### src/rtl/ecg_sample_uart_tx.sv
// Queues signed 16-bit filter samples and sends them as 8N1 bytes (high byte first); define SYNC_HEADER_EN to prefix each sample with 0xA5.
// Latency: sample accepted at edge N is popped at N+1, tx start bit begins at N+2.
// Backpressure: sample_ready drops when the FIFO is full; samples offered then are discarded and overflow sticks.
module ecg_sample_uart_tx #(
    parameter int CLKS_PER_BIT = 868,
    parameter int FIFO_DEPTH   = 16
) (
    input  logic                          clk,
    input  logic                          reset,
    input  logic [15:0]                   sample_in,
    input  logic                          sample_valid,
    output logic                          sample_ready,
    output logic                          tx,
    output logic                          busy,
    output logic                          overflow,
    output logic [$clog2(FIFO_DEPTH):0]   fifo_level
);

    localparam int PTR_W = $clog2(FIFO_DEPTH);
    localparam int CNT_W = $clog2(CLKS_PER_BIT);
    localparam logic [CNT_W-1:0] BAUD_LAST = CNT_W'(CLKS_PER_BIT - 1);
    localparam logic [PTR_W:0]   DEPTH_C   = (PTR_W + 1)'(FIFO_DEPTH);
`ifdef SYNC_HEADER_EN
    localparam logic [1:0] LAST_BYTE = 2'd2;
`else
    localparam logic [1:0] LAST_BYTE = 2'd1;
`endif

    typedef enum logic [1:0] {S_IDLE, S_START, S_DATA, S_STOP} state_t;

    // Sample FIFO
    logic [15:0]      mem_q [FIFO_DEPTH];
    logic [PTR_W-1:0] wr_ptr_q, rd_ptr_q;
    logic [PTR_W:0]   count_q;
    logic             fifo_full, fifo_empty, push, pop;
    logic [15:0]      rd_dat;

    assign fifo_full  = (count_q == DEPTH_C);
    assign fifo_empty = (count_q == '0);
    assign push       = sample_valid & ~fifo_full;
    assign rd_dat     = mem_q[rd_ptr_q];

    always_ff @(posedge clk) begin
        if (push) begin
            mem_q[wr_ptr_q] <= sample_in;
        end
    end

    logic overflow_q;

    always_ff @(posedge clk or posedge reset) begin
        if (reset) begin
            wr_ptr_q   <= '0;
            rd_ptr_q   <= '0;
            count_q    <= '0;
            overflow_q <= 1'b0;
        end else begin
            if (push) wr_ptr_q <= wr_ptr_q + PTR_W'(1);
            if (pop)  rd_ptr_q <= rd_ptr_q + PTR_W'(1);
            case ({push, pop})
                2'b10:   count_q <= count_q + (PTR_W + 1)'(1);
                2'b01:   count_q <= count_q - (PTR_W + 1)'(1);
                default: count_q <= count_q;
            endcase
            if (sample_valid && fifo_full) overflow_q <= 1'b1;
        end
    end

    // Byte / bit sequencer
    state_t           state_q, state_d;
    logic [CNT_W-1:0] baud_q, baud_d;
    logic [2:0]       bit_idx_q, bit_idx_d;
    logic [1:0]       byte_idx_q, byte_idx_d;
    logic [15:0]      shift_q, shift_d;
    logic             tx_q, tx_d;
    logic             busy_q, busy_d;
    logic             bit_done;
    logic [7:0]       cur_byte;

    assign bit_done = (baud_q == BAUD_LAST);

    always_comb begin
`ifdef SYNC_HEADER_EN
        case (byte_idx_q)
            2'd0:    cur_byte = 8'hA5;
            2'd1:    cur_byte = shift_q[15:8];
            default: cur_byte = shift_q[7:0];
        endcase
`else
        cur_byte = (byte_idx_q == 2'd0) ? shift_q[15:8] : shift_q[7:0];
`endif
    end

    always_ff @(posedge clk or posedge reset) begin
        if (reset) begin
            state_q    <= S_IDLE;
            baud_q     <= '0;
            bit_idx_q  <= '0;
            byte_idx_q <= '0;
            shift_q    <= '0;
            tx_q       <= 1'b1;
            busy_q     <= 1'b0;
        end else begin
            state_q    <= state_d;
            baud_q     <= baud_d;
            bit_idx_q  <= bit_idx_d;
            byte_idx_q <= byte_idx_d;
            shift_q    <= shift_d;
            tx_q       <= tx_d;
            busy_q     <= busy_d;
        end
    end

    always_comb begin
        state_d    = state_q;
        bit_idx_d  = bit_idx_q;
        byte_idx_d = byte_idx_q;
        shift_d    = shift_q;
        pop        = 1'b0;
        case (state_q)
            S_IDLE: begin
                if (!fifo_empty) begin
                    pop        = 1'b1;
                    shift_d    = rd_dat;
                    byte_idx_d = '0;
                    state_d    = S_START;
                end
            end
            S_START: begin
                if (bit_done) begin
                    bit_idx_d = '0;
                    state_d   = S_DATA;
                end
            end
            S_DATA: begin
                if (bit_done) begin
                    if (bit_idx_q == 3'd7) state_d = S_STOP;
                    else                   bit_idx_d = bit_idx_q + 3'd1;
                end
            end
            S_STOP: begin
                if (bit_done) begin
                    if (byte_idx_q != LAST_BYTE) begin
                        byte_idx_d = byte_idx_q + 2'd1;
                        state_d    = S_START;
                    end else if (!fifo_empty) begin
                        // Chain straight into the next sample's start bit.
                        pop        = 1'b1;
                        shift_d    = rd_dat;
                        byte_idx_d = '0;
                        state_d    = S_START;
                    end else begin
                        state_d = S_IDLE;
                    end
                end
            end
            default: state_d = S_IDLE;
        endcase
        if (state_q == S_IDLE || bit_done) baud_d = '0;
        else                               baud_d = baud_q + CNT_W'(1);
    end

    // tx and busy are registered from the current state, so both lag it by one cycle together.
    always_comb begin
        tx_d = 1'b1;
        case (state_q)
            S_START: tx_d = 1'b0;
            S_DATA:  tx_d = cur_byte[bit_idx_q];
            default: tx_d = 1'b1;
        endcase
        busy_d = (state_q != S_IDLE) || !fifo_empty;
    end

    assign sample_ready = ~fifo_full;
    assign tx           = tx_q;
    assign busy         = busy_q;
    assign overflow     = overflow_q;
    assign fifo_level   = count_q;

endmodule

### config.mk
export PLATFORM = sky130hd
export DESIGN_NAME = ecg_sample_uart_tx
export DESIGN_NICKNAME = d
export VERILOG_FILES = /design/src/rtl/ecg_sample_uart_tx.sv
export SDC_FILE = /design/constraint.sdc
export NUM_CORES = 1
export LEC_CHECK = 0
export CAP_MARGIN = 0
export CELL_PAD_IN_SITES_DETAIL_PLACEMENT = 0
export CELL_PAD_IN_SITES_GLOBAL_PLACEMENT = 1
export CORE_MARGIN = 5
export CORE_UTILIZATION = 58
export DETAILED_ROUTE_END_ITERATION = 16
export PLACE_DENSITY_LB_ADDON = 0.1
export SKIP_LAST_GASP = 1
export SLEW_MARGIN = 20
export SYNTH_ARGS = -nofsm -noshare
export SYNTH_HDL_FRONTEND = slang
export SYNTH_SLANG_ARGS = --single-unit
### constraint.sdc
create_clock -name clk -period 8.41 [get_ports clk]
set_input_delay 2.523 -clock clk [delete_from_list [all_inputs] [get_ports clk]]
set_output_delay 2.523 -clock clk [all_outputs]
set_load 0.02 [all_outputs]
-- Word-level counts from Yosys, hierarchy flattened
Memories as Yosys holds them, arrays and structs flattened.
Index checks and enable logic that the tools add are counted.
- register bits: 49
- bits in writable memories: 256
- input bits: 19
- output and inout port bits: 9
- word-level logic and storage cells: 85
- memories: 1
- add/subtract/negate cells: 7
- order comparisons: 1
- eq/ne operators: 16
- muxes and demuxes: 32
- bitwise logic cells: 2
- reductions and logical operators: 15
- memories (name ; depth ; width ; read ports ; clocked after Yosys merged registers in ; wr ports ; RTL line ; source):
    mem_q ; 16 ; 16 ; 1 ; 0 ; 1 ; 32 ; logic [15:0] mem_q [FIFO_DEPTH];
- operators with widths (operator ; count):
    16-bit two-way mux ; 3
    16-bit one-hot mux with 2 select lines ; 1
    2-bit two-way mux ; 8
    2-bit inequality test (second input constant) ; 7
    10-bit by 1-bit adder with 10-bit output (second input constant) ; 1
    10-bit == test (second input constant) ; 1
    10-bit two-way mux ; 1
    5-bit one-hot mux with 2 select lines ; 1
    3-bit two-way mux ; 3
    4-bit by 1-bit adder with 4-bit output (second input constant) ; 2
    1-bit two-way mux ; 8
    8-bit two-way mux ; 1
    2-bit one-hot mux with 4 select lines ; 1
    2-bit nonzero test ; 4
    2-bit == test (second input constant) ; 3
    3-bit one-hot mux with 2 select lines ; 1
    5-bit by 1-bit adder with 5-bit output (second input constant) ; 1
    5-bit == test (second input constant) ; 1
    5-bit zero test ; 1
    5-bit AND reduction ; 1
    5-bit by 1-bit subtractor with 5-bit output (second input constant) ; 1
    2-bit by 1-bit == test with 1-bit output (second input constant) ; 2
    2-bit zero test ; 2
    3-bit by 4-bit less-than comparator with 1-bit output (second input constant) ; 1
    other kinds (15) ; 17

-- Longest topological paths before layout
Gate-level depths: netlist (run 1).
- depth in word-level cells: 7
- mapped depth: 12

-- Least setup slack after synthesis (run 1)
No wires, ideal clock.
- path type: input port to flip-flop
- start: input sample_valid
- end: memory mem_q[3][0], enable pin
- library setup time: 0.409 ns
- arrival time: 4.199 ns
- data required time: 8.001 ns
- setup slack: 3.802 ns
- stages: 4
- cell sequence: and2_1 > clkbuf_1 > nand2_1 > nor3_1
- longest elaborated chain between the ends: 3
- RTL lines (item ; RTL line ; source):
    start: declaration ; 11 ; input logic sample_valid,
    1-bit bitwise AND ; 40 ; assign push = sample_valid & ~fifo_full;
    1-bit two-way mux ; 44 ; if (push) begin
    1-bit two-way mux (implied by the code) ; 45 ; mem_q[wr_ptr_q] <= sample_in;
    end: declaration ; 32 ;
No other way between the ends.

-- Final worst setup path (run 1)
- start: register count_q[0], in the netlist fifo_level[0]
- end: output sample_ready
- longest elaborated chain between the ends: 2
- RTL lines (item ; RTL line ; source):
    start: declaration ; 34 ; logic [PTR_W:0] count_q;
    start signal: assignment ; 61 ; 2'b10: count_q <= count_q + (PTR_W + 1)'(1);
    start signal: assignment ; 62 ; 2'b01: count_q <= count_q - (PTR_W + 1)'(1);
    start signal: assignment ; 63 ; default: count_q <= count_q;
    5-bit == test ; 38 ; assign fifo_full = (count_q == DEPTH_C);
    1-bit NOT ; 174 ; assign sample_ready = ~fifo_full;
    end: declaration ; 12 ; output logic sample_ready,
No other way between the ends.

==> summary.txt, run 1 <==
Place
  • GPL Wtd Cong: just over 0.8
  • IO Port Bufs: 27
  • Placement Setup Slack: roughly 3.4 ns
  • DPL Wire Length: between 15000 and 20000 µm

STA
  • Max-slew headroom: 0.343
  • Hold Vio Cnt, Final: 0
  • Fin worst setup slack: approximately 3.8 ns
  • Final setup fails: 0
  • Final min period: about 4.6 ns
  • Setup repair after global routing missed its margin: no
  • Worst-Margin Slew: approximately 0.99 ns
  • Max Clock Freq: between 0.2 and 0.25 GHz
  • Clock skew: roughly 0.011 ns
  • Final max-slew violation count: 0
  • Tcrit/Tclk final: 0.544
  • Setup TNS: 0 ns

Synth
  • Largest family of logic cells by synthesized area: multiplexers
  • Top cells by area, synth: edfxtp_1 62%, dfrtp_1 9.7%, mux4_2 9.5%, mux2_2 4.1%, ha_1 1.7%
  • Synth Flop Type: edfxtp_1
  • Area share of and/or/nand/nor cells after synthesis: 0.0359
  • Flops & latches, synth: 305
  • Yosys top cell area share: 0.622
  • Synth Area in XOR/XNOR: 0.0135
  • Post-synth EDFFs: between 200 and 300
  • Syn_nets: roughly 700
  • Synth unique cells: 50
  • Post-synthesis adder-cell area fraction: 0.0188
  • Synth Area in Compound Gates: 0.0385
  • Gate Count Post-Synth: about 670
  • Cell area after synthesis: between 10000 and 15000 µm²
  • Ys Warns: 0
  • Syn Area/Cell: 18.3 µm²
  • Mux cell area share after synthesis: 0.151
  • Ys async rst share: 0.161
  • Synth area leader: edfxtp_1
  • Register area share after synthesis: 0.722

Setup path
  • Worst setup startpoint: fifo_level[0]$_DFFE_PP0P_
  • CP Data Arrival Time: ~2.1 ns
  • CP Capture Type: output pin
  • Critical path type: reg2out
  • CP required: 5.89 ns
  • Critical path fanouts, max: 5
  • Startpoint types: register
  • Worst R2R Start: fifo_level[0]$_DFFE_PP0P_

Run status
  • Outcome: finished, final reports clean

Route
  • 1st-iter DRT viols: approximately 510
  • Vias per inst: approximately 6.1
  • First-pass DRT Iterations: 5
  • Antenna-violating nets left: 0
  • Routed length per instance: ~25 µm
  • Aggregate routed wire length: between 20000 and 30000 µm
  • Via count: 6195
  • DR DRC count: 0

Clocking
  • Clock tree sinks: ~300
  • H-Tree Level Count: 1
  • Post-CTS setup buffers: 0
  • Clk_lat worst skew: ~0.56 ns
  • Clk buf depth: 3
  • TritonCTS clock tree: yes
  • Post-CTS sizing: 0
  • # hold bufs at CTS: 0
  • Clock transition at the registers of the reported paths: approximately 0.060 ns
  • Total CTS buffers: 31
  • CTS Root Cell: clkbuf_16

Power
  • PD cells: 344 nW/µm²
  • Maximum vdd drop: between 0.0002 and 0.00025 V
  • Static leakage: between 4 and 5 nW

Flow run
  • # Max-Cap Violations: 0

Die
  • Core area: 21000 µm²
  • Io pins: 28
  • Chip Width: between 150 and 200 µm
  • Die H: ~160 µm
  • Initial Utilization: 0.588
  • Rows: 53
  • Die area: roughly 24000 µm²

Global route
  • Gr usage total: 0.218
  • Vias in the first global route: between 6000 and 7000
  • Largest net degree at the start of global routing: 83
  • First-pass GRT wire length: 39500 µm
  • Initial antenna violation count: 0
  • GRT overflow: 0

Finish
  • N_diodes: 0
  • Layout cells sized above 1: 0.239
  • P&R area growth vs syn: 12.6%
  • Commonest non-fill, non-tap cell in the layout: edfxtp_1
  • Post-layout util: 0.662
  • Commonest non-fill, non-tap cells in the layout: 256 x edfxtp_1, 52 x mux4_2, 46 x dfrtp_1
  • Nets@finish: ~750

Hold path
  • HP Start: overflow$_DFFE_PP0P_
  • Hold Path Class: reg2reg
==> sequential cells by signal (all words and copies together) (netlist names) <==
| signal | count |
|---|---|
| baud_q | 10 |
| bit_idx_q | 3 |
| busy | 1 |
| byte_idx_q | 2 |
| fifo_level | 5 |
| mem_q | 256 |
| overflow | 1 |
| rd_ptr_q | 4 |
| shift_q | 16 |
| state_q | 2 |
| tx | 1 |
| wr_ptr_q | 4 |
==> layout make-up <==
class                      instances  area, µm²
sequential                       305       8920
fill                            1434       7110
multi-input combinational        321       3220
clock buffer                      33        783
timing repair buffer              40        388
tap                              275        344
clock inverter                    24        199
inverter                          13       50.0
==> metal layers <==
metal | up-vias | global-route usage | share of wire
met3 | 31 | 0.0422 | 0.074
met1 | 3211 | 0.336 | 0.44
li1 | 2742 | - | -
met5 | - | 0 | 0
met2 | 211 | 0.334 | 0.47
met4 | 0 | 0.0421 | 0.014
==> per-stage QoR <==
step	instance area [µm²]	std cells	hold slack, ns	power, W
6_report	13900	1011	0.468	0.00479
5_1_grt	13900	1011	0.517	0.00504
4_1_cts	13900	1010	0.472	0.00482
3_5_place_dp	12900	953	0.457	0.00350
3_3_place_gp	12900	953	0.450	0.00346
2_1_floorplan	12400	674	0.445	0.00309
==> cell families (layout without fill, tap and decap cells) <==
logic type / count (synthesis) / after routing
buffers and inverters: 48 / 110
multiplexers: 114 / 114
AO/OA/AOI/OAI: 78 / 78
adder cells (fa/ha/maj): 18 / 18
XOR/XNOR: 19 / 19
AND/OR/NAND/NOR: 92 / 92
flip-flops: 305 / 305
==> final timing paths <==
kind / end / slack, ns / cells past startpoint
worst max-delay path: sample_ready / 3.84 / 3
worst min-delay path: overflow$_DFFE_PP0P_ / 0.47 / 1
worst max register to register: fifo_level[4]$_DFFE_PP0P_ / 5.21 / 10
worst min register to register: overflow$_DFFE_PP0P_ / 0.47 / 1
max in group asynchronous: rd_ptr_q[1]$_DFFE_PP0P_ / 5.38 / 2
min in group asynchronous: overflow$_DFFE_PP0P_ / 2.44 / 2
==> synth_stat cells, types with 4 or more instances <==
cell type	number
a21oi_1	6
buf_2	13
buf_6	7
clkbuf_1	12
dfrtp_1	48
edfxtp_1	256
ha_1	17
inv_1	12
mux2_2	45
mux2i_1	16
mux4_2	52
nand2_1	30
nand2b_1	4
nand4_1	4
nor2_1	28
nor2b_1	4
nor3_1	6
o21ai_0	28
o22ai_1	27
xnor2_1	12
xor2_1	7
==> power breakdown <==
group          switching, W  leakage [nW]  internal, W  total [W]
Clock              0.000556         0.484     0.000763    0.00132
Sequential         0.000177          2.91      0.00187    0.00205
Combinational      0.000765          1.34     0.000659    0.00142
==> critical path, cell delays in order, from the launching register on <==
cell and delay (ns):
dfrtp_1 0.46, nor4_2 0.38, nand2_1 0.11, clkdlybuf4s50_1 0.55
(Power assumes the default switching activity.)
==> run 2, diff against run 1 <==
--- a/config.mk
+++ b/config.mk
@@ -9,7 +9,7 @@
 export CELL_PAD_IN_SITES_DETAIL_PLACEMENT = 0
 export CELL_PAD_IN_SITES_GLOBAL_PLACEMENT = 1
 export CORE_MARGIN = 5
-export CORE_UTILIZATION = 58
+export CORE_UTILIZATION = 49
 export DETAILED_ROUTE_END_ITERATION = 16
 export PLACE_DENSITY_LB_ADDON = 0.1
 export SKIP_LAST_GASP = 1
==> constraint.sdc (replaced) <==
create_clock -name clk -period 3.8 [get_ports clk]
set_input_delay 1.14 -clock clk [delete_from_list [all_inputs] [get_ports clk]]
set_output_delay 1.14 -clock clk [all_outputs]
set_load 0.02 [all_outputs]
==> run 2 against run 1 <==
Against the previous run:
- sequential share of layout area fell by 1.6 points
- clock-buffer cell count up 7
- wire length up 5.9%
- die area is 17% higher
- non-clock buffer count up 26
- via count increased by 2.9%
- clock power rose by 140%
- critical path depth stayed put
- sequential power up 120%
- highest routed layer unchanged
- worst hold slack better by 0.016 ns
==> summary.txt, run 2 (synthesis results as in run 1) <==
Die
  • Io pins: 28 (unchanged)
  • Die area: 28500 µm² (was 24300 µm²)
  • Core area: 25000 µm² (was 21000 µm²)
  • Rows: 58 (was 53)
  • Chip Width: 169 µm (was 156 µm)
  • Initial Utilization: 0.493 (was 0.588)
  • Die H: 169 µm (was 156 µm)

Finish
  • P&R area growth vs syn: 15.5% (was 12.6%)
  • Commonest non-fill, non-tap cell in the layout: edfxtp_1 (unchanged)
  • Nets@finish: 775 (was 749)
  • Biggest regs: mem_q: 256 flops, shift_q: 16 flops, baud_q: 10 flops (unchanged)
  • N_diodes: 0 (unchanged)
  • Layout cells sized above 1: 0.262 (was 0.239)
  • Max FFs per register: 256 (unchanged)
  • Commonest non-fill, non-tap cells in the layout: 256 x edfxtp_1, 52 x mux4_2, 46 x dfrtp_1 (unchanged)
  • Reg with most FFs: mem_q (unchanged)

Global route
  • Gr usage total: 0.192 (was 0.218)
  • Vias in the first global route: 6625 (was 6410)
  • Initial antenna violation count: 0 (unchanged)
  • First-pass GRT wire length: 41200 µm (was 39500 µm)
  • Largest net degree at the start of global routing: 37 (was 83)
  • GRT overflow: 0 (unchanged)

Flow run
  • # Max-Cap Violations: 0 (unchanged)

Clocking
  • Clock tree sinks: 305 (unchanged)
  • H-Tree Level Count: 1 (unchanged)
  • Clock transition at the registers of the reported paths: 0.06 ns (about the same)
  • Clk_lat worst skew: 0.55 ns (was 0.56 ns)
  • CTS Root Cell: clkbuf_16 (unchanged)
  • # hold bufs at CTS: 0 (unchanged)
  • Total CTS buffers: 31 (unchanged)
  • Post-CTS setup buffers: 0 (unchanged)
  • Post-CTS sizing: 0 (unchanged)
  • TritonCTS clock tree: yes (unchanged)
  • Clk buf depth: 3 (unchanged)

Setup path
  • CP cell instances: nor4_2 > nand2_1 > clkdlybuf4s50_1 (unchanged)
  • Top Family by Delay on Critical Path: buffers and inverters (unchanged)
  • Worst R2R Start: fifo_level[0]$_DFFE_PP0P_ (unchanged)
  • Critical path type: reg2out (unchanged)
  • Count of buffer and inverter cells on the critical path: 1 (unchanged)
  • CP Data Arrival Time: 2.07 ns (was 2.05 ns)
  • CP Capture Type: output pin (unchanged)
  • CP required: 2.66 ns (was 5.89 ns)
  • Worst setup startpoint: fifo_level[0]$_DFFE_PP0P_ (unchanged)
  • Worst path slowest cell: clkdlybuf4s50_1 (unchanged)
  • Startpoint types: register (unchanged)
  • Critical path fanouts, max: 5 (unchanged)
  • Worst path max stage delay: 0.55 ns (about the same)

Route
  • Routed length per instance: 24.8 µm (was 25.2 µm)
  • 1st-iter DRT viols: 498 (was 507)
  • Antenna-violating nets left: 0 (unchanged)
  • Aggregate routed wire length: 27000 µm (was 25500 µm)
  • DR DRC count: 0 (unchanged)
  • First-pass DRT Iterations: 5 (unchanged)
  • Via count: 6374 (was 6195)
  • Vias per inst: 5.85 (was 6.13)

Place
  • DPL Wire Length: 17000 µm (was 16400 µm)
  • IO Port Bufs: 27 (unchanged)
  • GPL Wtd Cong: 0.825 (was 0.826)

Power
  • Total chip power: 0.0109 W (was 0.00479 W)
  • PD cells: 764 nW/µm² (was 344 nW/µm²)
  • Maximum vdd drop: 0.000417 V (was 0.000214 V)
  • Static leakage: 4.91 nW (was 4.74 nW)

STA
  • Worst-Margin Slew: 0.844 ns (was 0.986 ns)
  • Final max-slew violation count: 0 (unchanged)
  • Final setup fails: 0 (unchanged)
  • Final min period: 3.21 ns
  • Setup repair after global routing missed its margin: no (unchanged)
  • Max Clock Freq: roughly 0.31 GHz
  • Hold Vio Cnt, Final: 0 (unchanged)
  • Max-slew headroom: 0.437 (was 0.343)
  • Setup TNS: 0 ns (unchanged)
  • Tcrit/Tclk final: 0.844
  • Clock skew: 0.0155 ns (was 0.0114 ns)

Hold path
  • Hold Path Class: reg2reg (unchanged)
  • HP Start: overflow$_DFFE_PP0P_ (unchanged)

Run status
  • Outcome: finished, final reports clean (unchanged)
[run 2: path summary, 6_finish.rpt]
path                                              to  cells past startpoint  slack, ns
setup / recovery                        sample_ready                      3       0.59
setup reg to reg           fifo_level[4]$_DFFE_PP0P_                     10       0.68
hold reg to reg                 overflow$_DFFE_PP0P_                      1       0.48
hold / removal                  overflow$_DFFE_PP0P_                      1       0.48
max in group asynchronous     shift_q[4]$_DFFE_PP0P_                      3       2.27
min in group asynchronous    rd_ptr_q[1]$_DFFE_PP0P_                      2       0.92
[run 2: power by group]
group | total [W] | switching [W] | leakage (nW) | internal [W]
clock network | 0.00311 | 0.00121 | 0.512 | 0.00190
registers | 0.00458 | 0.000444 | 2.91 | 0.00414
logic | 0.00321 | 0.00167 | 1.48 | 0.00154
total | 0.0109 | 0.00333 | 4.91 | 0.00757
[run 2: metrics by stage]
stage	utilization	hold slack [ns]	area (µm²)	std cells	setup WS, ns
floorplan	-	0.445	12400	674	0.575
global placement	0.528	0.457	13200	1035	0.445
detailed placement	0.528	0.469	13200	1035	0.455
CTS	0.570	0.487	14300	1089	0.559
global route	0.570	0.501	14300	1089	0.407
finish	0.570	0.485	14300	1089	0.594
[run 2: metal layers]
metal  wire length (µm)  vias to the layer above  track usage  share of wire
met5                  0                        -            0              0
met4                580                        0       0.0445          0.021
met3               1370                       46       0.0304          0.050
met2              13300                      150        0.317           0.49
met1              11800                     3389        0.274           0.44
li1                   -                     2789            -              -
[run 2: area by class of cell]
class,count,area [µm²]
clock buffers,40,850
clock inverters,14,194
fillers,1939,10800
multi-input cells,321,3210
inverters,13,48.8
well taps,330,413
flip-flops and latches,305,8920
repair buffers,66,626
